==> config.mk <==
export PLATFORM = sky130hd
export DESIGN_NAME = decoder_scan
export DESIGN_NICKNAME = d
export VERILOG_FILES = /design/src/rtl/decoder_scan.sv
export SDC_FILE = /design/constraint.sdc
export NUM_CORES = 1
export LEC_CHECK = 0
export ABC_AREA = 1
export CAP_MARGIN = 20
export CORE_ASPECT_RATIO = 1.4
export CORE_MARGIN = 3
export CORE_UTILIZATION = 43
export DETAILED_ROUTE_END_ITERATION = 10
export PLACE_DENSITY = 0.78
export SETUP_SLACK_MARGIN = 0.5
export SLEW_MARGIN = 20
export SYNTH_ARGS = -nofsm -noshare
export SYNTH_HDL_FRONTEND = slang
export SYNTH_HIERARCHICAL = 1
export SYNTH_SLANG_ARGS = --single-unit
==> constraint.sdc <==
create_clock -name clk -period 2.26 [get_ports clk]
set_clock_uncertainty 0.05 [all_clocks]
set_input_delay 0.565 -clock clk [delete_from_list [all_inputs] [get_ports clk]]
set_output_delay 0.565 -clock clk [all_outputs]
set_load 0.05 [all_outputs]
==> src/rtl/decoder_scan.sv <==
// decoder_scan -- registered SEL_W-to-2^SEL_W one-hot decoder with a
// three-input enable gate, selectable output polarity and an autonomous
// scan sequencer (dwell + break-before-make blanking).
//
// Ports
//   clk    in   sole clock, rising edge
//   rst_n  in   synchronous active-low reset
//   en     in   active-high enable (G1)
//   en_n   in   [1:0] active-low enables (G2A, G2B)
//   mode   in   0 = direct decode of sel, 1 = scan 0..last
//   sel    in   [SEL_W-1:0] index decoded in direct mode
//   last   in   [SEL_W-1:0] final index of the scan sequence
//   y      out  [2^SEL_W-1:0] registered decoded outputs
//   idx    out  [SEL_W-1:0] index currently (or most recently) driven
//   wrap   out  one-cycle pulse on the first cycle index 0 is shown after rollover

// Per-output slice: compares the shared next index against its own
// position and applies the output polarity.
module decoder_scan_lane #(
    parameter int SEL_W      = 3,
    parameter int LANE       = 0,
    parameter int ACTIVE_LOW = 1
) (
    input  logic             drive_i,
    input  logic [SEL_W-1:0] idx_i,
    output logic             y_o
);
    localparam logic [SEL_W-1:0] ME  = SEL_W'(LANE);
    localparam logic             POL = (ACTIVE_LOW != 0) ? 1'b1 : 1'b0;

    logic hit;

    assign hit = drive_i && (idx_i == ME);
    assign y_o = hit ^ POL;
endmodule

module decoder_scan #(
    parameter int SEL_W      = 3,
    parameter int DWELL      = 4,
    parameter int BLANK      = 1,
    parameter int ACTIVE_LOW = 1
) (
    input  logic                    clk,
    input  logic                    rst_n,
    input  logic                    en,
    input  logic [1:0]              en_n,
    input  logic                    mode,
    input  logic [SEL_W-1:0]        sel,
    input  logic [SEL_W-1:0]        last,
    output logic [(1<<SEL_W)-1:0]   y,
    output logic [SEL_W-1:0]        idx,
    output logic                    wrap
);
    localparam int N    = 1 << SEL_W;
    localparam int MAXC = (DWELL > BLANK) ? DWELL : BLANK;
    localparam int PH_W = (MAXC > 1) ? $clog2(MAXC) : 1;

    localparam logic [PH_W-1:0] DW_LAST = PH_W'(DWELL - 1);
    localparam logic [PH_W-1:0] BL_LAST = PH_W'((BLANK > 0) ? BLANK - 1 : 0);
    localparam logic [N-1:0]    INACT   = (ACTIVE_LOW != 0) ? {N{1'b1}} : {N{1'b0}};

    typedef enum logic [1:0] {
        ST_DIRECT = 2'd0,
        ST_ON     = 2'd1,
        ST_GAP    = 2'd2
    } state_t;

    state_t           state_q, state_d;
    logic [PH_W-1:0]  phase_q, phase_d;
    logic [SEL_W-1:0] idx_q,   idx_d;
    logic             wrap_q,  wrap_d;
    logic [N-1:0]     y_q,     y_d;

    logic             gate;
    logic             drive_d;   // next cycle shows onehot(idx_d)
    logic             roll;      // current index is at or past the end
    logic [SEL_W-1:0] idx_next;

    assign gate = en & ~en_n[0] & ~en_n[1];

    // idx > last can happen when last shrinks mid-scan; treat it as the
    // end of the sequence so the scan never runs past the new limit.
    assign roll     = (idx_q >= last);
    assign idx_next = roll ? '0 : idx_q + SEL_W'(1);

    always_comb begin
        state_d = state_q;
        phase_d = phase_q;
        idx_d   = idx_q;
        wrap_d  = 1'b0;
        drive_d = 1'b0;

        case (state_q)
            ST_DIRECT: begin
                if (mode) begin
                    // Scan always restarts from index 0 without a wrap.
                    state_d = ST_ON;
                    idx_d   = '0;
                    phase_d = '0;
                    drive_d = gate;
                end else begin
                    idx_d   = sel;
                    drive_d = gate;
                end
            end

            default: begin
                if (!mode) begin
                    // Leaving scan discards all sequencer state.
                    state_d = ST_DIRECT;
                    idx_d   = sel;
                    phase_d = '0;
                    drive_d = gate;
                end else if (!gate) begin
                    // Freeze: hold state/phase/idx, blank the outputs.
                    drive_d = 1'b0;
                end else if (state_q == ST_ON) begin
                    if (phase_q != DW_LAST) begin
                        phase_d = phase_q + PH_W'(1);
                        drive_d = 1'b1;
                    end else if (BLANK > 0) begin
                        state_d = ST_GAP;
                        phase_d = '0;
                    end else begin
                        idx_d   = idx_next;
                        phase_d = '0;
                        drive_d = 1'b1;
                        wrap_d  = roll;
                    end
                end else begin
                    if (phase_q != BL_LAST) begin
                        phase_d = phase_q + PH_W'(1);
                    end else begin
                        state_d = ST_ON;
                        idx_d   = idx_next;
                        phase_d = '0;
                        drive_d = 1'b1;
                        wrap_d  = roll;
                    end
                end
            end
        endcase
    end

    for (genvar i = 0; i < N; i++) begin : g_lane
        decoder_scan_lane #(
            .SEL_W      (SEL_W),
            .LANE       (i),
            .ACTIVE_LOW (ACTIVE_LOW)
        ) u_lane (
            .drive_i (drive_d),
            .idx_i   (idx_d),
            .y_o     (y_d[i])
        );
    end

    always_ff @(posedge clk) begin
        if (!rst_n) begin
            state_q <= ST_DIRECT;
            phase_q <= '0;
            idx_q   <= '0;
            wrap_q  <= 1'b0;
            y_q     <= INACT;
        end else begin
            state_q <= state_d;
            phase_q <= phase_d;
            idx_q   <= idx_d;
            wrap_q  <= wrap_d;
            y_q     <= y_d;
        end
    end

    assign y    = y_q;
    assign idx  = idx_q;
    assign wrap = wrap_q;
endmodule

[Word level (Yosys, flattened, before mapping)]
Index checks and enable logic that the tools add are counted.
Storage, ports and cells
  input bits: 12
  register bits: 16
  output and inout bits: 12
  logic and storage cells: 77
Operators by class
  $lt $le $gt $ge: 1
  multiplexer cells: 27
  $add $sub $neg: 2
  reduce and logical (&&, ||, !) cells: 14
  equal/unequal tests: 13
  bitwise gates (word level): 15
Operators by type and width (count)
  $mux W2: 14
  $mux W3: 7
  $not A1 Y1: 13
  $eq A3 B3 Y1 const B: 4
  $logic_and A1 B1 Y1: 8
  $ne A4 B3 Y1 const B: 2
  $eq A3 B2 Y1 const B: 2
  $mux W1: 6
  $reduce_or A6 Y1: 1
  $ne A2 B2 Y1 const B: 2
  $reduce_and A4 Y1: 1
  $add A3 B1 Y3 const B: 1
  $eq A3 B1 Y1 const B: 1
  $ge A3 B3 Y1: 1
  $logic_not A3 Y1: 1
  $ne A3 B2 Y1 const B: 1
  $add A2 B1 Y2 const B: 1
  $and A1 B1 Y1: 2
  $eq A2 B1 Y1 const B: 1
  $logic_not A2 Y1: 1
  $reduce_and A2 Y1: 1
  $reduce_bool A2 Y1: 1

[Logic depth before layout (Yosys ltp)]
Gate-level depths: netlist of the first run.
  depth in word-level cells: 10
  depth in mapped cells: 15

[By module]
Netlist of the first run, hierarchy kept.
By module, submodules not included
  decoder_scan: area each 834.6 µm², cells an instance 117, instances 1
  decoder_scan_lane (g_lane[3].u_lane ...): area each 21.3 µm², cells an instance 5, instances 3
  decoder_scan_lane (g_lane[0].u_lane ...): area each 15.0 µm², cells an instance 4, instances 4
  decoder_scan_lane (g_lane[7].u_lane): area each 18.8 µm², cells an instance 5, instances 1

[Least setup slack after synthesis of the first run]
No wires, ideal clock.
  path kind: register to register
  start: register idx_q[2] (netlist: idx[2])
  end: register y_q[5] (netlist: y[5])
  slack: -52 ps
  stages on the path, launching flop included: 11
  period minus slack after synthesis: 2312 ps
  library setup time: 123 ps
  arrival time: 2138 ps
  cell sequence: dfxtp_1 ha_1 a21oi_1 nand2_1 o21ai_0 nand3_1 nand2_1 inv_1 nor2_2 nand2_1 or2_2
Between the ends
  cells in the longest elaborated chain, start to end: 10
  elaborated cells on any way between the ends: 11
RTL lines
  from (decl): line 70  | logic [SEL_W-1:0] idx_q, idx_d;
  from (signal assigned): line 167  | idx_q <= idx_d;
  $ge A3 B3 Y1: line 83  | assign roll = (idx_q >= last);
  $mux W3: line 84  | assign idx_next = roll ? '0 : idx_q + SEL_W'(1);
  $mux W3: line 131  | if (phase_q != BL_LAST) begin
  $mux W3: line 117  | end else if (state_q == ST_ON) begin
  $mux W3: line 114  | end else if (!gate) begin
  $mux W3: line 108  | if (!mode) begin
  $mux W3: line 93  | case (state_q)
  via idx_d[0]: line 70
  $eq A3 B3 Y1: line 33  | assign hit = drive_i && (idx_i == ME);
  $logic_and A1 B1 Y1: line 33
  $not A1 Y1 (no source line)
  via y_d[5]: line 72  | logic [N-1:0] y_q, y_d;
  to (signal assigned): line 169  | y_q <= y_d;
  to (decl): line 72
The timed path passes the listed nets, and every way through them passes these cells.
A chain may end at the register's enable or synchronous reset.

[Worst setup path in the final report of the first run]
  start: input port last[2]
  end: register y_q[5] (netlist: y[5])
Between the ends
  cells in the longest elaborated chain, start to end: 10
RTL lines
  from (decl): line 49  | input logic [SEL_W-1:0] last,
  $ge A3 B3 Y1: line 83
  $mux W3: line 84
  $mux W3: line 131
  $mux W3: line 117
  $mux W3: line 114
  $mux W3: line 108
  $mux W3: line 93
  via idx_d[0]: line 70
  $eq A3 B3 Y1: line 33
  $logic_and A1 B1 Y1: line 33
  $not A1 Y1 (no source line)
  via y_d[5]: line 72
The timed path passes the listed nets, and every way through them passes these cells.

==> flow_metrics.py, run 1 <==
metrics = {
    "synthesis": {
        "ys_types": 17,
        "synth.area.top_cells": "dfxtp_1, nand2_1, inv_1, ha_1, or2_2",
        "ys_seq_elements": 16,
        "synth_edf_count": 0,
        "synth_area_leader_cell": "dfxtp_1",
        "synth.most_common_cell": "nand2_1",
        "synth_warnings": 6,
        "syn_area_sq_um": 977,
        "postSynthAreaPerCell_sq_um": 6.39,
        "synth_seq_area_share_pct": 32.8,
        "netlist_instances": 153,
        "async_flop_share_pct": 0,
        "synth_top_cell_area_share_pct": 32.8,
        "ys_top_cells_by_count": "nand2_1, inv_1, dfxtp_1",
        "synth_nets": 172,
        "synthFlopType": "dfxtp_1",
    },
    "sta": {
        "hold_viol": 0,
        "rsz0062_at_grt": "true",
        "fin_setup_tns_ns": 0,
        "fmax_mhz": 541,
        "setup_viol": 0,
        "slew_violations": 0,
        "slew_headroom_pct": 67.0,
        "post-route-min-period_ns": 1.85,
        "fin_crit_sh_pct": 81.7,
        "worst_pin_slew_ns": 0.497,
    },
    "setup_path": {
        "worstPathMaxFanout": 8,
        "cp_slowest_cell": "ha_4",
        "worstPathRequired_ns": 2.39,
        "critPathMaxStageDelay_ns": 0.24,
        "worst-setup-path-type": "primary input to register",
        "start_kind": "primary input",
        "endpoint_kind": "register",
        "worstPathCellList": "buf_6 > inv_8 > ha_4 > a21oi_4 > nand2_2 > o21ai_2 > nand3_2 > nand2_4 > inv_2 > nor2_2 > nand2_1 > or2_4",
        "cp.arrival_ns": 1.98,
    },
    "layout": {
        "fin_nets": 217,
        "area_delta_synth_final_pct": 62.7,
        "fin_cells": 218,
        "antenna_cells": 0,
        "fillers": 149,
        "stdcell_area_sq_um": 1590,
        "drive_gt1_share_pct": 50.3,
    },
    "detailed_routing": {
        "drtIter0Drc": 18,
        "drt-pass1-iter-count": 4,
        "via_per_inst": 4.92,
        "vias": 1073,
        "wl_um": 2660,
        "drc": 0,
        "wl_per_cell_um": 12.2,
        "antenna_left": 0,
    },
    "placed_design": {
        "port_buffers": 23,
        "dp.cells": 202,
        "place.gp.congestion": 0.780,
        "dp_hpwl_um": 1720,
        "placed_area_sq_um": 1360,
    },
    "die": {
        "rows": 19,
        "die_w_um": 46.3,
        "die_h_um": 62.4,
        "die_area_sq_um": 2890,
        "start_util_pct": 47.2,
        "io_pins": 24,
        "core_area_sq_um": 2070,
    },
    "power_and_ir_drop": {
        "p_leak_nw": 0.757,
        "clkPwrFrac_pct": 19.6,
        "power_density_nw_per_um2": 603,
        "power.internal_w": 0.000571,
        "vdd_drop_max_uv": 463,
        "power_frac_seq_pct": 34.1,
        "switchingPower_w": 0.000388,
        "p_sw_share_pct": 40.4,
        "p_comb_share_pct": 46.2,
    },
    "clocking": {
        "cts.path.max_buffers": 2,
        "root_buffer": "clkbuf_4",
        "cts_made_buffers": 3,
        "insertion_delay_ns": 0.28,
        "cts_hold_buf": 0,
        "cts_tree": "built",
        "htreeDepth": 1,
        "numClockSinks": 16,
        "path_clk_slew_ns": 0.10,
    },
    "min_path": {
        "hold_class": "register to register",
    },
    "global_route": {
        "antenna_found_initial": 0,
        "grt_max_degree": 14,
        "grt.overflow.total": 0,
        "grt_pass1_vias": 1064,
        "grt_pass1_wl_um": 4530,
        "grt_use_total_pct": 20.4,
    },
    "run": {
        "cap_violations": 0,
    },
    "outcome": {
        "status": "complete, no violations",
    },
}
[critical path, delay by kind of cell]
| kind | cells | cell delay [ns] |
|---|---|---|
| buffers and inverters | 3 | 0.17 |
| adder cells (fa/ha/maj) | 1 | 0.24 |
| AO/OA/AOI/OAI | 2 | 0.30 |
| AND/OR/NAND/NOR | 6 | 0.70 |
[area by class of cell]
cell class                      instances  area (sq um)  share of cell area [%]
Sequential cell                        16           334                    21.0
Multi-Input combinational cell        104           722                    45.4
Clock buffer                            4          36.3                    2.28
Timing Repair Buffer                   41           339                    21.3
Tap cell                               21          26.3                    1.65
Inverter                               32           133                    8.34
[metrics by stage]
| stage | power (W) | utilization, % | hold slack (ns) | setup slack [ns] |
|---|---|---|---|---|
| 4_1_cts | 0.000940 | 75.6 | 0.439 | 0.446 |
| 3_3_place_gp | 0.000666 | 65.8 | 0.435 | -0.353 |
| 2_1_floorplan | 0.000579 | - | 0.421 | 0.332 |
| 3_5_place_dp | 0.000683 | 65.8 | 0.442 | -0.381 |
| 6_report | 0.000959 | 76.9 | 0.452 | 0.413 |
| 5_1_grt | 0.00103 | 76.9 | 0.484 | 0.333 |
[power by group through the flow]
stage / clock network, W / logic, W / registers [W]
floorplan: 0 / 0.000229 / 0.000350
global placement: 0 / 0.000333 / 0.000332
detailed placement: 0 / 0.000348 / 0.000335
CTS: 0.000195 / 0.000417 / 0.000328
global route: 0.000210 / 0.000490 / 0.000331
finish: 0.000188 / 0.000443 / 0.000327
[layout by cell type, fill, tap and decap left out, types with 4 or more instances in the layout]
| cell type | synthesis | final |
|---|---|---|
| buf_4 | 0 | 16 |
| clkbuf_2 | 0 | 5 |
| nand2_1 | 45 | 32 |
| or2_4 | 0 | 8 |
| nor2_2 | 4 | 7 |
| clkdlybuf4s50_1 | 0 | 4 |
| nand2_4 | 0 | 4 |
| nor2_1 | 13 | 8 |
| a21oi_1 | 7 | 5 |
| nand2_2 | 3 | 12 |
| inv_2 | 3 | 13 |
| inv_1 | 29 | 16 |
| nand3_1 | 9 | 7 |
| clkdlybuf4s15_1 | 0 | 5 |
| dfxtp_1 | 16 | 11 |
| ha_4 | 0 | 4 |
[final timing paths]
path              startpoint         end  slack, ns  depth (start not counted)
setup / recovery     last[2]        y[5]       0.41                         12
hold / removal    phase_q[1]  phase_q[1]       0.45                          2
setup reg to reg      idx[0]        y[0]       0.43                         12
hold reg to reg   phase_q[1]  phase_q[1]       0.45                          2
[routing by layer]
| metal | track usage [%] | share of wire [%] |
|---|---|---|
| met3 | 3.17 | 4.0 |
| met1 | 22.3 | 40 |
| met2 | 36.9 | 55 |
| met5 | 0 | 0 |
| met4 | 7.12 | 1.1 |
[what timing repair did]
item | in CTS | in global routing
endpoints found under the setup margin | 23 | 18
buffers inserted | 9 | 3
pin swaps | 30 | 12
gates resized for setup | 74 | 23
[sequential cells by signal, indices dropped and copies added, names as in the netlist]
name / count
phase_q: 2
wrap: 1
state_q: 2
idx: 3
y: 8
[cell families (layout without fill, tap and decap cells)]
kind of cell | count (synthesis) | in the layout | synth area share, %
buffers and inverters | 33 | 77 | 12.7
and+or+nand+nor | 83 | 83 | 37.6
AOI/OAI and AO/OA | 14 | 14 | 7.94
adders and majority gates | 7 | 7 | 8.96
DFF | 16 | 16 | 32.8
Note: power is estimated with default switching activity, not from simulation.
==> inputs of run 2 (changes only) <==
Settings changed: CORE_UTILIZATION 43 to 48, PLACE_DENSITY 0.78 to 0.82.
Clock period 2.26 ns to 1.8 ns, I/O delays scaled along.
==> flow_metrics.py, run 2 (synthesis results as in run 1) <==
metrics = {
    "global_route": {
        "grt_max_degree": 14,
        "grt_pass1_vias": 1183,
        "grt.overflow.total": 0,
        "grt_use_total_pct": 26.8,
        "grt_pass1_wl_um": 5180,
        "antenna_found_initial": 0,
    },
    "die": {
        "die_area_sq_um": 2620,
        "die_w_um": 44.1,
        "io_pins": 24,
        "core_area_sq_um": 1850,
        "die_h_um": 59.4,
        "start_util_pct": 52.9,
        "rows": 18,
    },
    "clocking": {
        "cts_hold_buf": 0,
        "numClockSinks": 16,
        "htreeDepth": 1,
        "cts_tree": "built",
        "insertion_delay_ns": 0.30,
        "cts_made_buffers": 3,
        "root_buffer": "clkbuf_4",
        "cts.path.max_buffers": 2,
        "path_clk_slew_ns": 0.11,
    },
    "detailed_routing": {
        "drc": 0,
        "wl_per_cell_um": 22.2,
        "via_per_inst": 6.22,
        "drtIter0Drc": 131,
        "drt-pass1-iter-count": 9,
        "wl_um": 5050,
        "vias": 1412,
        "antenna_left": 0,
    },
    "sta": {
        "rsz0062_at_grt": "true",
        "setup_viol": 9,
        "hold_viol": 0,
        "fmax_mhz": 466,
        "post-route-min-period_ns": 2.14,
        "slew_headroom_pct": 62.7,
        "slew_violations": 0,
        "worst_slack_ns": -0.344,
        "fin_crit_sh_pct": 119,
        "worst_pin_slew_ns": 0.559,
    },
    "setup_path": {
        "worst-setup-path-type": "register to register",
        "cp.arrival_ns": 2.29,
        "cp_slowest_cell": "dfxtp_4",
        "endpoint_kind": "register",
        "crit_top_cell": "nand2_4",
        "critPathBufInv": 2,
        "worstPathRequired_ns": 1.94,
        "crit_family": "simple AND/OR/NAND/NOR gates",
        "worstPathCellList": "ha_4 > nand2_2 > inv_2 > nand2_4 > nand2_4 > o21ai_2 > nand3_2 > nand2_4 > buf_4 > nor2_1 > nand2_1 > or2_4",
        "critPathMaxStageDelay_ns": 0.39,
        "start_kind": "register",
        "worstPathMaxFanout": 7,
    },
    "layout": {
        "largest_register_ffs": 8,
        "antenna_cells": 0,
        "area_delta_synth_final_pct": 81.2,
        "final_core_util_pct": 95.9,
        "drive_gt1_share_pct": 55.6,
        "fin_nets": 227,
        "fillers": 46,
        "layout.area.seq_sq_um": 343,
        "multi_input_area_sq_um": 738,
        "layout_commonest_cell": "nand2_1",
        "stdcell_area_sq_um": 1770,
        "mostFrequentLayoutCells": "nand2_1, buf_4, inv_1",
    },
    "power_and_ir_drop": {
        "total_power_w": 0.00148,
        "p_sw_share_pct": 43.4,
        "switchingPower_w": 0.000641,
        "power_frac_seq_pct": 29.2,
        "power_density_nw_per_um2": 834,
        "p_leak_nw": 0.843,
        "vdd_drop_max_uv": 930,
        "p_comb_share_pct": 56.0,
        "power.internal_w": 0.000836,
        "clkPwrFrac_pct": 14.8,
    },
    "min_path": {
        "hold_class": "register to register",
    },
    "outcome": {
        "status": "complete, but fails checks",
        "violations": "negative setup slack",
    },
    "run": {
        "cap_violations": 0,
    },
    "placed_design": {
        "dp_hpwl_um": 1850,
        "place.gp.congestion": 0.759,
        "port_buffers": 23,
        "placed_area_sq_um": 1380,
    },
}
[run 2: cell count changes in the layout (fill, tap and decap cells not counted), moves of 4 or more]
cell	delta
a21oi_2	+4
nand2_2	-4
dfxtp_2	+4
buf_6	+10
clkbuf_2	-5
a21oi_1	-4
dfxtp_1	-5
buf_8	+7
[run 2: power by group through the flow]
stage | Sequential (W) | Combinational [W] | Clock [W]
after floorplan | 0.000438 | 0.000288 | 0
final | 0.000431 | 0.000828 | 0.000218
after CTS | 0.000425 | 0.000645 | 0.000197
after global routing | 0.000435 | 0.000857 | 0.000235
after detailed placement | 0.000418 | 0.000450 | 0
after global placement | 0.000416 | 0.000438 | 0
[run 2: per-layer routing]
metal	vias up	share of wire [%]	track usage, %
met3	55	9.2	2.74
li1	567	-	-
met1	663	32	29.5
met4	0	9.4	8.19
met5	-	0	0
met2	127	49	51.7
[run 2: per-stage QoR]
step / worst slack (ns) / cells / setup TNS, ns / hold slack [ns]
floorplan: -0.0416 / 153 / -0.148 / 0.421
global placement: -0.594 / 208 / -5.04 / 0.447
detailed placement: -0.647 / 208 / -5.76 / 0.458
CTS: -0.0253 / 221 / -0.0525 / 0.476
global route: -0.416 / 227 / -2.96 / 0.554
finish: -0.344 / 227 / -1.97 / 0.492
[run 2: worst reg2reg max path: cells and delay by family (launching register included)]
kind / cells / cell delay, ns
AOI/OAI and AO/OA: 1 / 0.07
adders and majority gates: 1 / 0.30
and+or+nand+nor: 8 / 0.99
buffers and inverters: 2 / 0.23
DFF: 1 / 0.39
[run 2: layout make-up]
cell class | instances | share of cell area, %
inverter | 32 | 6.93
tap | 20 | 1.41
clock buffer | 4 | 1.48
sequential | 16 | 19.4
multi-input combinational | 104 | 41.7
timing repair buffer | 51 | 29.1
[run 2: worst paths after layout]
kind,from,to,slack [ns],depth (start not counted)
setup / recovery,idx[2],y[2],-0.34,12
hold / removal,state_q[1],state_q[1],0.49,2
setup reg to reg,idx[2],y[2],-0.34,12
hold reg to reg,state_q[1],state_q[1],0.49,2
[run 2: repair_timing]
| action | 4_1_cts | 5_1_grt |
|---|---|---|
| endpoints found under the setup margin | 20 | 28 |
| pin swaps | 33 | 21 |
| buffers inserted | 9 | 6 |
| resized for setup | 54 | 34 |
